<file path="config.mk">
export PLATFORM = sky130hd
export DESIGN_NAME = dot_vector_feeder
export DESIGN_NICKNAME = d
export VERILOG_FILES = /design/src/rtl/dot_vector_feeder.sv
export SDC_FILE = /design/constraint.sdc
export NUM_CORES = 1
export LEC_CHECK = 0
export BUFFER_PORTS_ARGS = -buffer_cell sky130_fd_sc_hd__buf_2
export CORE_ASPECT_RATIO = 0.9
export CORE_MARGIN = 3
export CORE_UTILIZATION = 50
export DETAILED_ROUTE_END_ITERATION = 10
export GPL_TIMING_DRIVEN = 0
export PLACE_DENSITY_LB_ADDON = 0.3
export SYNTH_ARGS = -nofsm -noshare
export SYNTH_HDL_FRONTEND = slang
export SYNTH_SLANG_ARGS = --single-unit
</file>
<file path="constraint.sdc">
create_clock -name clk -period 2.47 [get_ports clk]
set_input_delay 0.494 -clock clk [delete_from_list [all_inputs] [get_ports clk]]
set_output_delay 0.494 -clock clk [all_outputs]
set_load 0.05 [all_outputs]
</file>
<file path="src/rtl/dot_vector_feeder.sv">
// rtl/dot_vector_feeder.sv - streams paired vector elements from two memories into a dot-product engine
module dot_vector_feeder #(
    parameter int DATA_WIDTH   = 8,
    parameter int VECTOR_WIDTH = 4,
    parameter int ADDR_WIDTH   = 5,
    parameter int COUNT_WIDTH  = 8
) (
    input  logic                   clk,
    input  logic                   rst,
    input  logic                   start,
    input  logic                   abort,
    input  logic [ADDR_WIDTH-1:0]  base_a,
    input  logic [ADDR_WIDTH-1:0]  base_b,
    input  logic [COUNT_WIDTH-1:0] num_vectors,
    output logic                   mem1_en,
    output logic [ADDR_WIDTH-1:0]  mem1_addr,
    input  logic [DATA_WIDTH-1:0]  mem1_rdata,
    output logic                   mem2_en,
    output logic [ADDR_WIDTH-1:0]  mem2_addr,
    input  logic [DATA_WIDTH-1:0]  mem2_rdata,
    output logic [DATA_WIDTH-1:0]  out_a,
    output logic [DATA_WIDTH-1:0]  out_b,
    output logic                   out_valid,
    input  logic                   result_valid,
    output logic                   busy,
    output logic                   done,
    output logic [COUNT_WIDTH-1:0] vectors_done,
    output logic                   protocol_err
);

    localparam int EW = $clog2(VECTOR_WIDTH);
    localparam logic [EW-1:0] LAST_ELEM = EW'(VECTOR_WIDTH - 1);

    typedef enum logic [1:0] {
        S_IDLE,
        S_FETCH,
        S_WAIT_RES,
        S_DONE
    } state_t;

    state_t                 state;
    logic [ADDR_WIDTH-1:0]  cur_a;
    logic [ADDR_WIDTH-1:0]  cur_b;
    logic [COUNT_WIDTH-1:0] num_lat;
    logic [EW-1:0]          elem_idx;
    logic                   en_d;
    logic [COUNT_WIDTH-1:0] vectors_done_nx;

    assign vectors_done_nx = vectors_done + 1'b1;

    // cur_a/cur_b run continuously, so after a burst they already point at the next vector
    always_ff @(posedge clk or posedge rst) begin
        if (rst) begin
            state        <= S_IDLE;
            cur_a        <= '0;
            cur_b        <= '0;
            num_lat      <= '0;
            elem_idx     <= '0;
            en_d         <= 1'b0;
            mem1_en      <= 1'b0;
            mem2_en      <= 1'b0;
            mem1_addr    <= '0;
            mem2_addr    <= '0;
            out_a        <= '0;
            out_b        <= '0;
            out_valid    <= 1'b0;
            busy         <= 1'b0;
            done         <= 1'b0;
            vectors_done <= '0;
            protocol_err <= 1'b0;
        end else begin
            done      <= 1'b0;
            en_d      <= mem1_en;
            out_valid <= en_d;
            if (en_d) begin
                out_a <= mem1_rdata;
                out_b <= mem2_rdata;
            end

            if (state == S_IDLE) begin
                mem1_en <= 1'b0;
                mem2_en <= 1'b0;
                if (start) begin
                    cur_a        <= base_a;
                    cur_b        <= base_b;
                    num_lat      <= num_vectors;
                    elem_idx     <= '0;
                    vectors_done <= '0;
                    protocol_err <= 1'b0;
                    busy         <= 1'b1;
                    state        <= (num_vectors == '0) ? S_DONE : S_FETCH;
                end else if (result_valid) begin
                    protocol_err <= 1'b1;
                end
            end else if (abort) begin
                // drop the in-flight read so no partial element reaches the engine
                state     <= S_IDLE;
                busy      <= 1'b0;
                mem1_en   <= 1'b0;
                mem2_en   <= 1'b0;
                en_d      <= 1'b0;
                out_valid <= 1'b0;
            end else begin
                unique case (state)
                    S_FETCH: begin
                        mem1_en   <= 1'b1;
                        mem2_en   <= 1'b1;
                        mem1_addr <= cur_a;
                        mem2_addr <= cur_b;
                        cur_a     <= cur_a + 1'b1;
                        cur_b     <= cur_b + 1'b1;
                        if (elem_idx == LAST_ELEM) begin
                            elem_idx <= '0;
                            state    <= S_WAIT_RES;
                        end else begin
                            elem_idx <= elem_idx + 1'b1;
                        end
                        if (result_valid) begin
                            protocol_err <= 1'b1;
                        end
                    end
                    S_WAIT_RES: begin
                        mem1_en <= 1'b0;
                        mem2_en <= 1'b0;
                        if (result_valid) begin
                            vectors_done <= vectors_done_nx;
                            state        <= (vectors_done_nx == num_lat) ? S_DONE : S_FETCH;
                        end
                    end
                    S_DONE: begin
                        mem1_en <= 1'b0;
                        mem2_en <= 1'b0;
                        done    <= 1'b1;
                        busy    <= 1'b0;
                        state   <= S_IDLE;
                        if (result_valid) begin
                            protocol_err <= 1'b1;
                        end
                    end
                    default: begin
                        state <= S_IDLE;
                        busy  <= 1'b0;
                    end
                endcase
            end
        end
    end

endmodule
</file>
---- Word level (Yosys, flattened, before mapping) ----
Cells that the tools add are included.
operators by class
  multiplexer cells ....................... 45
  equal/unequal tests ..................... 10
  bitwise logic cells ..................... 2
  $add $sub $neg .......................... 4
  reductions and logical operators ........ 17
operators with widths
  kind                 count
  $mux 5               8
  $mux 8               5
  $mux 2               12
  $mux 1               18
  $add 5x1->5 const B  2
  $reduce_and 3->1     3
  $add 8x1->8 const B  1
  $eq 8x8->1           1
  $logic_not 8->1      1
  $ne 4x4->1 const B   2
  $reduce_bool 2->1    4
  $eq 2x2->1 const B   3
  $reduce_and 2->1     3
  $reduce_or 2->1      3
  $pmux 2 s2           1
  $reduce_and 4->1     1
  $reduce_bool 4->1    1
  $ne 3x1->1 const B   1
  $add 2x1->2 const B  1
  $eq 2x1->1 const B   1
  $logic_not 2->1      1
  $ne 2x1->1 const B   1
  $ne 2x2->1 const B   1
  $not 1->1            2
  $pmux 1 s2           1
storage, ports and cells
  output and inout bits ................... 40
  logic and storage cells ................. 94
  flip-flop bits (word level) ............. 62
  input bits .............................. 39

---- Longest topological paths before layout ----
Gate-level depths: netlist (run 1).
  word-level depth ........................ 7
  mapped depth ............................ 9
  depth with buffers taken out ............ 7

---- Least setup slack after synthesis (run 1) ----
No wires, ideal clock.
  path type ............................... register to register
  start ................................... register state[1]
  end ..................................... register state[1]
  path slack .............................. 0.592 ns
  data required time ...................... 2.341 ns
  path buffers ............................ 0
  library setup time ...................... 0.129 ns
  period minus slack after synthesis ...... 1.878 ns
  arrival time ............................ 1.749 ns
  stages on the path, launching flop included .. 8
  cells stage by stage .................... dfrtp_1 > inv_1 > ha_1 > or3b_4 > a21oi_4 > o22ai_1 > a221oi_2 > o21ai_1
between the ends
  word-level cells in the longest chain between the ends .. 4
  elaborated cells between the ends (all ways) .. 10
  classes of those cells .................. eq/ne: 5; mux: 3; reduce/logical: 2
ends and longest elaborated chain
  element                                          RTL line  source
  start, declared                                  41        state_t state;
  start signal, assigned                           91        state <= (num_vectors == '0) ? S_DONE : S_FETCH;
  start signal, assigned                           127       state <= (vectors_done_nx == num_lat) ? S_DONE : S_FETCH;
  $eq 2x2->1 / $eq 2x1->1 (equally long branches)  104       unique case (state)
  $pmux 2 s2                                       104
  $mux 2                                           95        end else if (abort) begin
  $mux 2                                           80        if (state == S_IDLE) begin
Parallel ways exist; a longest one is shown, timed or not.
A chain may end at the register's enable or synchronous reset.

---- Final worst setup path (run 1) ----
Same ends and word-level chain as after synthesis.

==> insert_results.sql, run 1 <==
INSERT INTO impl_metrics (metric_group, metric, value, unit) VALUES
('timing', 'unrepaired_setup_endpoints_after_global_routing', 'false', ''),
('timing', 'fmax', '476.8', 'MHz'),
('synth', 'number_of_cells_produced_by_synthesis', '271', ''),
('layout', 'area_growth_syn_to_layout', '23.60', '%'),
('hold_path', 'worst_hold_path_type', 'in -> async', ''),
('routing', 'viasPerCell', '5.588', ''),
('critical_path', 'critical_path.endpoint_type', 'flip-flop', ''),
('grt', 'vias_in_the_first_global_route', '2307', ''),
('timing', 'hold_ws', '0.2440', 'ns'),
('layout', 'final_net_count', '407', ''),
('timing', 'final.min_clock_period', '2.097', 'ns'),
('pwr', 'clockPowerShare', '18.9', '%'),
('layout', 'layout-drive-gt1-share', '40.11', '%'),
('timing', 'fin_worst_skew', '0.009187', 'ns'),
('critical_path', 'timing_worst_setup_path_type', 'reg -> reg', ''),
('die', 'start_util', '52.74', '%'),
('die', 'num_io_pins', '79', ''),
('die', 'die_width', '88.39', 'um'),
('critical_path', 'required_time_worst_endpoint', '2.69', 'ns'),
('routing', 'via_count', '2425', ''),
('clocking', 'clkSinkCount', '62', ''),
('grt', 'globalRouteOverflowTotal', '0', ''),
('routing', 'm1WireLength', '2.981', 'mm'),
('die', 'fp.coreArea', '5791', 'um^2'),
('synth', 'syn_nets', '319', ''),
('pwr', 'power_switching', '2454', 'uW'),
('pwr', 'ir_worst_vdd', '780.9', 'uV'),
('timing', 'max_slew.worst_pin.slew', '0.6608', 'ns'),
('critical_path', 'timing.critical_path.fanout_max', '7', ''),
('critical_path', 'rrSetupSlack', '0.37', 'ns'),
('clocking', 'clk_latency', '0.34', 'ns'),
('critical_path', 'reg2regPathDepth', '7', ''),
('die', 'fp.dieArea', '7084', 'um^2'),
('synth', 'synth-async-reset-ratio', '100.0', '%'),
('clocking', 'cts_root_buffer', 'sky130_fd_sc_hd__clkbuf_8', ''),
('synth', 'yosys.cell_types.count', '46', ''),
('routing', 'wl_per_cell', '15.29', 'um'),
('pwr', 'power.share.combinational', '48.5', '%'),
('synth', 'ys_warn_count', '0', ''),
('timing', 'final_hold_viol_count', '0', ''),
('place', 'place_hpwl', '4.835', 'mm'),
('layout', 'insertedDiodeCount', '0', ''),
('die', 'fp-row-count', '26', ''),
('clocking', 'clock_tree_from_tritoncts', 'done', ''),
('timing', 'slew_limit_headroom', '55.88', '%'),
('synth', 'synth-main-ff-cell', 'sky130_fd_sc_hd__dfrtp_1', ''),
('pwr', 'cellPowerDensity', '1440', 'nW/um^2'),
('synth', 'syn_area', '3054', 'um^2'),
('clocking', 'cts_resized', '0', ''),
('critical_path', 'startpoint_type', 'flip-flop', ''),
('routing', 'drt_iter0_drc', '112', ''),
('run', 'max_cap_viol_count', '0', ''),
('outcome', 'run_status', 'finished, final reports clean', ''),
('pwr', 'power', '5434', 'uW'),
('pwr', 'power.switching_fraction', '45.16', '%'),
('synth', 'synth_seq_cells', '62', ''),
('timing', 'final_max_slew_viol_count', '0', ''),
('place', 'finalWeightedCongestion', '0.8637', ''),
('synth', 'sequential_to_total_area_share_from_yosys_stat', '50.80', '%'),
('grt', 'grtUsageTotal', '20.20', '%'),
('clocking', 'postCtsHoldBufs', '0', ''),
('clocking', 'clk_transition_reported_paths', '0.07', 'ns'),
('timing', 'setup_viol', '0', ''),
('critical_path', 'r2r-start', 'state[1]$_DFFE_PP0P_', ''),
('die', 'dieHeight', '80.15', 'um'),
('pwr', 'seq_power_share', '32.6', '%'),
('grt', 'largest_net_degree_at_the_start_of_global_routing', '33', ''),
('routing', 'top_signal_layer_used', 'met4', ''),
('critical_path', 'critical_path.reg2reg.endpoint', 'state[1]$_DFFE_PP0P_', ''),
('routing', 'met3WireLength', '511', 'um'),
('routing', 'final_antenna_net_count', '0', '');
## placed cells by master, fill, tap and decap left out, types with 4 or more instances in the layout
cell type and n:
sky130_fd_sc_hd__buf_2 84, sky130_fd_sc_hd__dfrtp_1 62, sky130_fd_sc_hd__mux2_2 31, sky130_fd_sc_hd__nand2_1 17
sky130_fd_sc_hd__o21ai_0 15, sky130_fd_sc_hd__nor2_1 14, sky130_fd_sc_hd__nand3_1 11, sky130_fd_sc_hd__clkbuf_8 11
sky130_fd_sc_hd__o21ai_1 10, sky130_fd_sc_hd__ha_1 9, sky130_fd_sc_hd__a21oi_1 8, sky130_fd_sc_hd__inv_1 6
sky130_fd_sc_hd__xnor2_1 6, sky130_fd_sc_hd__buf_4 5, sky130_fd_sc_hd__a211oi_1 5, sky130_fd_sc_hd__xor2_1 4
sky130_fd_sc_hd__a31oi_1 4, sky130_fd_sc_hd__nand4_1 4, sky130_fd_sc_hd__nor4_1 4
## state kept, by name, summed over array words and instances, names as in the netlist
signal,count
done,1
elem_idx,2
out_valid,1
mem2_addr,5
state,2
cur_b,5
cur_a,5
en_d,1
num_lat,8
out_b,8
mem2_en,1
protocol_err,1
mem1_addr,5
out_a,8
vectors_done,8
busy,1
## cell families after synthesis
group                    Yosys count  synth area share [%]
AND/OR/NAND/NOR                   72                 12.82
buffers and inverters             24                 3.892
AO/OA/AOI/OAI                     57                 12.41
adder cells (fa/ha/maj)            9                 3.687
flip-flops                        62                 50.80
XOR/XNOR                          10                 2.868
multiplexers                      37                 13.52
## synth_stat cells (all sizes together), types with 5 or more instances
| master | number | share of area [%] |
|---|---|---|
| nand2 | 17 | 2.1 |
| a21oi | 9 | 1.8 |
| inv | 7 | 0.86 |
| dfrtp | 62 | 51 |
| xnor2 | 6 | 1.7 |
| a211oi | 5 | 1.2 |
| o21ai | 25 | 4.1 |
| buf | 14 | 2.7 |
| ha | 9 | 3.7 |
| mux2 | 34 | 13 |
| nand3 | 11 | 1.8 |
| nor2 | 14 | 1.7 |
## power groups by stage
stage | Sequential, uW | Combinational (uW) | Clock (uW)
floorplan | 2590 | 1210 | 0
global placement | 1760 | 2570 | 0
detailed placement | 1790 | 2640 | 0
CTS | 1770 | 2650 | 1050
global route | 1830 | 2860 | 1110
finish | 1770 | 2630 | 1030
## final cells by class
| cell class | count | area, um^2 |
|---|---|---|
| multi-input combinational | 185 | 1384 |
| buffer | 17 | 92.59 |
| clock inverter | 5 | 81.33 |
| fill | 457 | 2016 |
| sequential | 62 | 1551 |
| inverter | 7 | 26.28 |
| tap | 70 | 87.58 |
| timing repair buffer | 77 | 400.4 |
| clock buffer | 11 | 151.4 |
## metal layers
metal / up-vias / global-route usage, %
met1: 1150 / 27.29
li1: 1165 / -
met2: 98 / 30.12
met5: - / 0
met4: 0 / 8.459
met3: 12 / 6.051
## how the worst max path moves through the flow
| stage | start | to | slack (ns) | cells past startpoint |
|---|---|---|---|---|
| after CTS | state[1]$_DFFE_PP0P_ | vectors_done[7]$_DFFE_PP0P_ | 0.37 | 7 |
| after floorplan | rst | busy$_DFFE_PP0P_ | 0.43 | 1 |
| after global placement | rst | cur_b[1]$_DFFE_PP0P_ | -0.31 | 2 |
| after detailed placement | state[1]$_DFFE_PP0P_ | vectors_done[6]$_DFFE_PP0P_ | 0.41 | 7 |
| after global routing | state[1]$_DFFE_PP0P_ | vectors_done[7]$_DFFE_PP0P_ | 0.19 | 7 |
| final | state[1]$_DFFE_PP0P_ | state[1]$_DFFE_PP0P_ | 0.37 | 7 |
## per-stage QoR
| stage | setup TNS (ns) | setup slack, ns | instance area, um^2 | std cells |
|---|---|---|---|---|
| 6_report | 0 | 0.3727 | 3775 | 434 |
| 5_1_grt | 0 | 0.1887 | 3775 | 434 |
| 4_1_cts | 0 | 0.3725 | 3775 | 434 |
| 3_5_place_dp | 0 | 0.4078 | 3542 | 418 |
| 3_3_place_gp | -19.14 | -0.3120 | 3522 | 417 |
| 2_1_floorplan | 0 | 0.4346 | 3054 | 271 |
## worst max-delay path, stage by stage, from the launching register on
cell	delay, ns
sky130_fd_sc_hd__dfrtp_1	0.49
sky130_fd_sc_hd__inv_1	0.14
sky130_fd_sc_hd__ha_1	0.24
sky130_fd_sc_hd__or3b_4	0.42
sky130_fd_sc_hd__a21oi_4	0.24
sky130_fd_sc_hd__o22ai_1	0.13
sky130_fd_sc_hd__a221oi_2	0.23
sky130_fd_sc_hd__o21ai_1	0.10
No activity file was read; power rests on OpenSTA's default activity.
==> inputs of run 2 (changes only) <==
Clock period 2.47 ns to 1.94 ns, I/O delays scaled along.
==> insert_results.sql, run 2 (synthesis gave the netlist of run 1 again) <==
INSERT INTO impl_metrics (metric_group, metric, value, unit) VALUES
('outcome', 'run_status', 'finished, final reports clean', ''),
('routing', 'drc_violation_count_after_routing', '0', ''),
('timing', 'max_slew.worst_pin.slew', '0.6633', 'ns'),
('die', 'die_width', '88.39', 'um'),
('clocking', 'clkSinkCount', '62', ''),
('timing', 'final_max_slew_viol_count', '0', ''),
('timing', 'final.period_utilization', '95.77', '%'),
('critical_path', 'timing.critical_path.fanout_max', '5', ''),
('die', 'start_util', '52.74', '%'),
('hold_path', 'worst_hold_path_type', 'in -> async', ''),
('clocking', 'cts_root_buffer', 'sky130_fd_sc_hd__clkbuf_8', ''),
('timing', 'final.min_clock_period', '1.858', 'ns'),
('clocking', 'clk_transition_reported_paths', '0.07', 'ns'),
('grt', 'number_of_antenna_violations_at_the_first_check_in_global_routing', '0', ''),
('clocking', 'clk_latency', '0.34', 'ns'),
('timing', 'fin_worst_skew', '0.008258', 'ns'),
('pwr', 'p_leak', '0.001860', 'uW'),
('die', 'dieHeight', '80.15', 'um'),
('grt', 'vias_in_the_first_global_route', '2319', ''),
('die', 'fp.coreArea', '5791', 'um^2'),
('clocking', 'postCtsHoldBufs', '0', ''),
('place', 'place_hpwl', '4.835', 'mm'),
('pwr', 'cellPowerDensity', '1821', 'nW/um^2'),
('timing', 'fmax', '538.2', 'MHz'),
('critical_path', 'worst-endpoint-arrival', '2.07', 'ns'),
('routing', 'viasPerCell', '5.540', ''),
('layout', 'layout_commonest_cell', 'sky130_fd_sc_hd__buf_2', ''),
('routing', 'wl_per_cell', '15.65', 'um'),
('layout', 'insertedDiodeCount', '0', ''),
('clocking', 'clock_tree_from_tritoncts', 'done', ''),
('grt', 'global_route_wire_length_before_repair', '11.11', 'mm'),
('routing', 'routed_wl', '6.903', 'mm'),
('timing', 'hold_ws', '0.1433', 'ns'),
('grt', 'globalRouteOverflowTotal', '0', ''),
('pwr', 'ir_worst_vdd', '1045', 'uV'),
('layout', 'final_net_count', '414', ''),
('die', 'fp.dieArea', '7084', 'um^2'),
('critical_path', 'startpoint_type', 'flip-flop', ''),
('routing', 'detail_route.first_pass.iterations', '4', ''),
('critical_path', 'slowest_cell_on_the_critical_path', 'sky130_fd_sc_hd__dfrtp_2', ''),
('clocking', 'cts_max_path_buffers', '2', ''),
('layout', 'layout_utilization', '67.63', '%'),
('layout', 'most-common-layout-cells', '83 x sky130_fd_sc_hd__buf_2, 60 x sky130_fd_sc_hd__dfrtp_1, 31 x sky130_fd_sc_hd__mux2_2', ''),
('grt', 'grtUsageTotal', '20.31', '%'),
('die', 'fp-row-count', '26', ''),
('layout', 'layout-drive-gt1-share', '44.74', '%'),
('grt', 'largest_net_degree_at_the_start_of_global_routing', '33', ''),
('timing', 'final_hold_viol_count', '0', ''),
('routing', 'via_count', '2443', ''),
('place', 'numPortBuffers', '76', ''),
('die', 'num_io_pins', '79', ''),
('critical_path', 'critical_path.cell_chain', 'inv_2 -> ha_4 -> or3b_4 -> a21oi_4 -> o22ai_1 -> a221oi_2 -> o21ai_1', ''),
('clocking', 'htree_num_levels', '3', ''),
('layout', 'area_growth_syn_to_layout', '28.23', '%'),
('clocking', 'cts_made_buffers', '9', ''),
('routing', 'drt_iter0_drc', '167', ''),
('place', 'finalWeightedCongestion', '0.8637', ''),
('routing', 'final_antenna_net_count', '0', ''),
('timing', 'setup_viol', '0', ''),
('timing', 'slew_limit_headroom', '55.72', '%'),
('critical_path', 'timing.critical_path.slowest_cell_delay', '0.41', 'ns'),
('layout', 'fillers', '428', ''),
('critical_path', 'critical_path.endpoint_type', 'flip-flop', ''),
('critical_path', 'required_time_worst_endpoint', '2.16', 'ns'),
('run', 'max_cap_viol_count', '0', ''),
('critical_path', 'timing_worst_setup_path_type', 'reg -> reg', '');
-- run 2: cell count changes in the layout (fill, tap and decap cells not counted), sizes merged --
cell,before,now
buf,91,98
-- run 2: where the power goes --
group	switching (uW)	total (uW)	internal, uW	leakage [uW]
combinational	2300	3590	1290	0.000979
clock	512	1310	793	0.000116
sequential	386	2240	1850	0.000765
total	3190	7130	3940	0.00186
-- run 2: worst max-delay path, delay by kind of cell, from the launching register on --
kind / cells / cell delay, ns
flip-flops: 1 / 0.41
buffers and inverters: 1 / 0.12
AND/OR/NAND/NOR: 1 / 0.39
adder cells (fa/ha/maj): 1 / 0.17
AO/OA/AOI/OAI: 4 / 0.65
-- run 2: layout make-up --
type / instances / area, um^2 / area share [%]
clock buffer: 11 / 151.4 / 3.866
buffer: 17 / 105.1 / 2.684
timing repair buffer: 84 / 452.9 / 11.57
sequential: 62 / 1554 / 39.68
clock inverter: 5 / 81.33 / 2.077
inverter: 7 / 26.28 / 0.6709
tap: 70 / 87.58 / 2.236
multi-input combinational: 185 / 1458 / 37.22
-- run 2: through the flow --
| stage | worst slack (ns) | instances | setup TNS, ns | area, um^2 | total power, uW |
|---|---|---|---|---|---|
| floorplan | 0.01060 | 271 | 0 | 3054 | 4833 |
| finish | 0.08203 | 441 | 0 | 3916 | 7133 |
| detailed placement | -0.1222 | 418 | -1.331 | 3542 | 5630 |
| global route | -0.01993 | 441 | -0.01993 | 3916 | 7595 |
| CTS | -0.007335 | 438 | -0.01118 | 3809 | 7026 |
| global placement | -0.7360 | 417 | -46.40 | 3522 | 5514 |
-- run 2: metal layers --
metal / wire length [um] / share of wire [%] / track usage, %
met1: 3125 / 45 / 27.29
met2: 3206 / 46 / 30.49
met3: 468 / 6.8 / 6.051
met4: 102 / 1.5 / 8.459
met5: 0 / 0 / 0
-- run 2: path summary, 6_finish.rpt --
check,startpoint,to,slack (ns),depth (start not counted)
setup / recovery,state[1]$_DFFE_PP0P_,state[1]$_DFFE_PP0P_,0.08,7
hold / removal,rst,out_a[2]$_DFFE_PP0P_,0.14,2
setup reg to reg,state[1]$_DFFE_PP0P_,state[1]$_DFFE_PP0P_,0.08,7
hold reg to reg,mem2_addr[1]$_DFFE_PP0P_,mem2_addr[1]$_DFFE_PP0P_,0.48,1
max in group asynchronous,rst,state[1]$_DFFE_PP0P_,1.18,3
min in group clk,base_b[4],cur_b[4]$_DFFE_PP0P_,0.28,3
-- run 2: timing repair --
item                       CTS  global route
setup endpoints to repair   23            19
pin swaps                    1             6
hold endpoints to repair     0             0
buffers inserted             4             3
resized for setup            3            21
cloned                       0             0
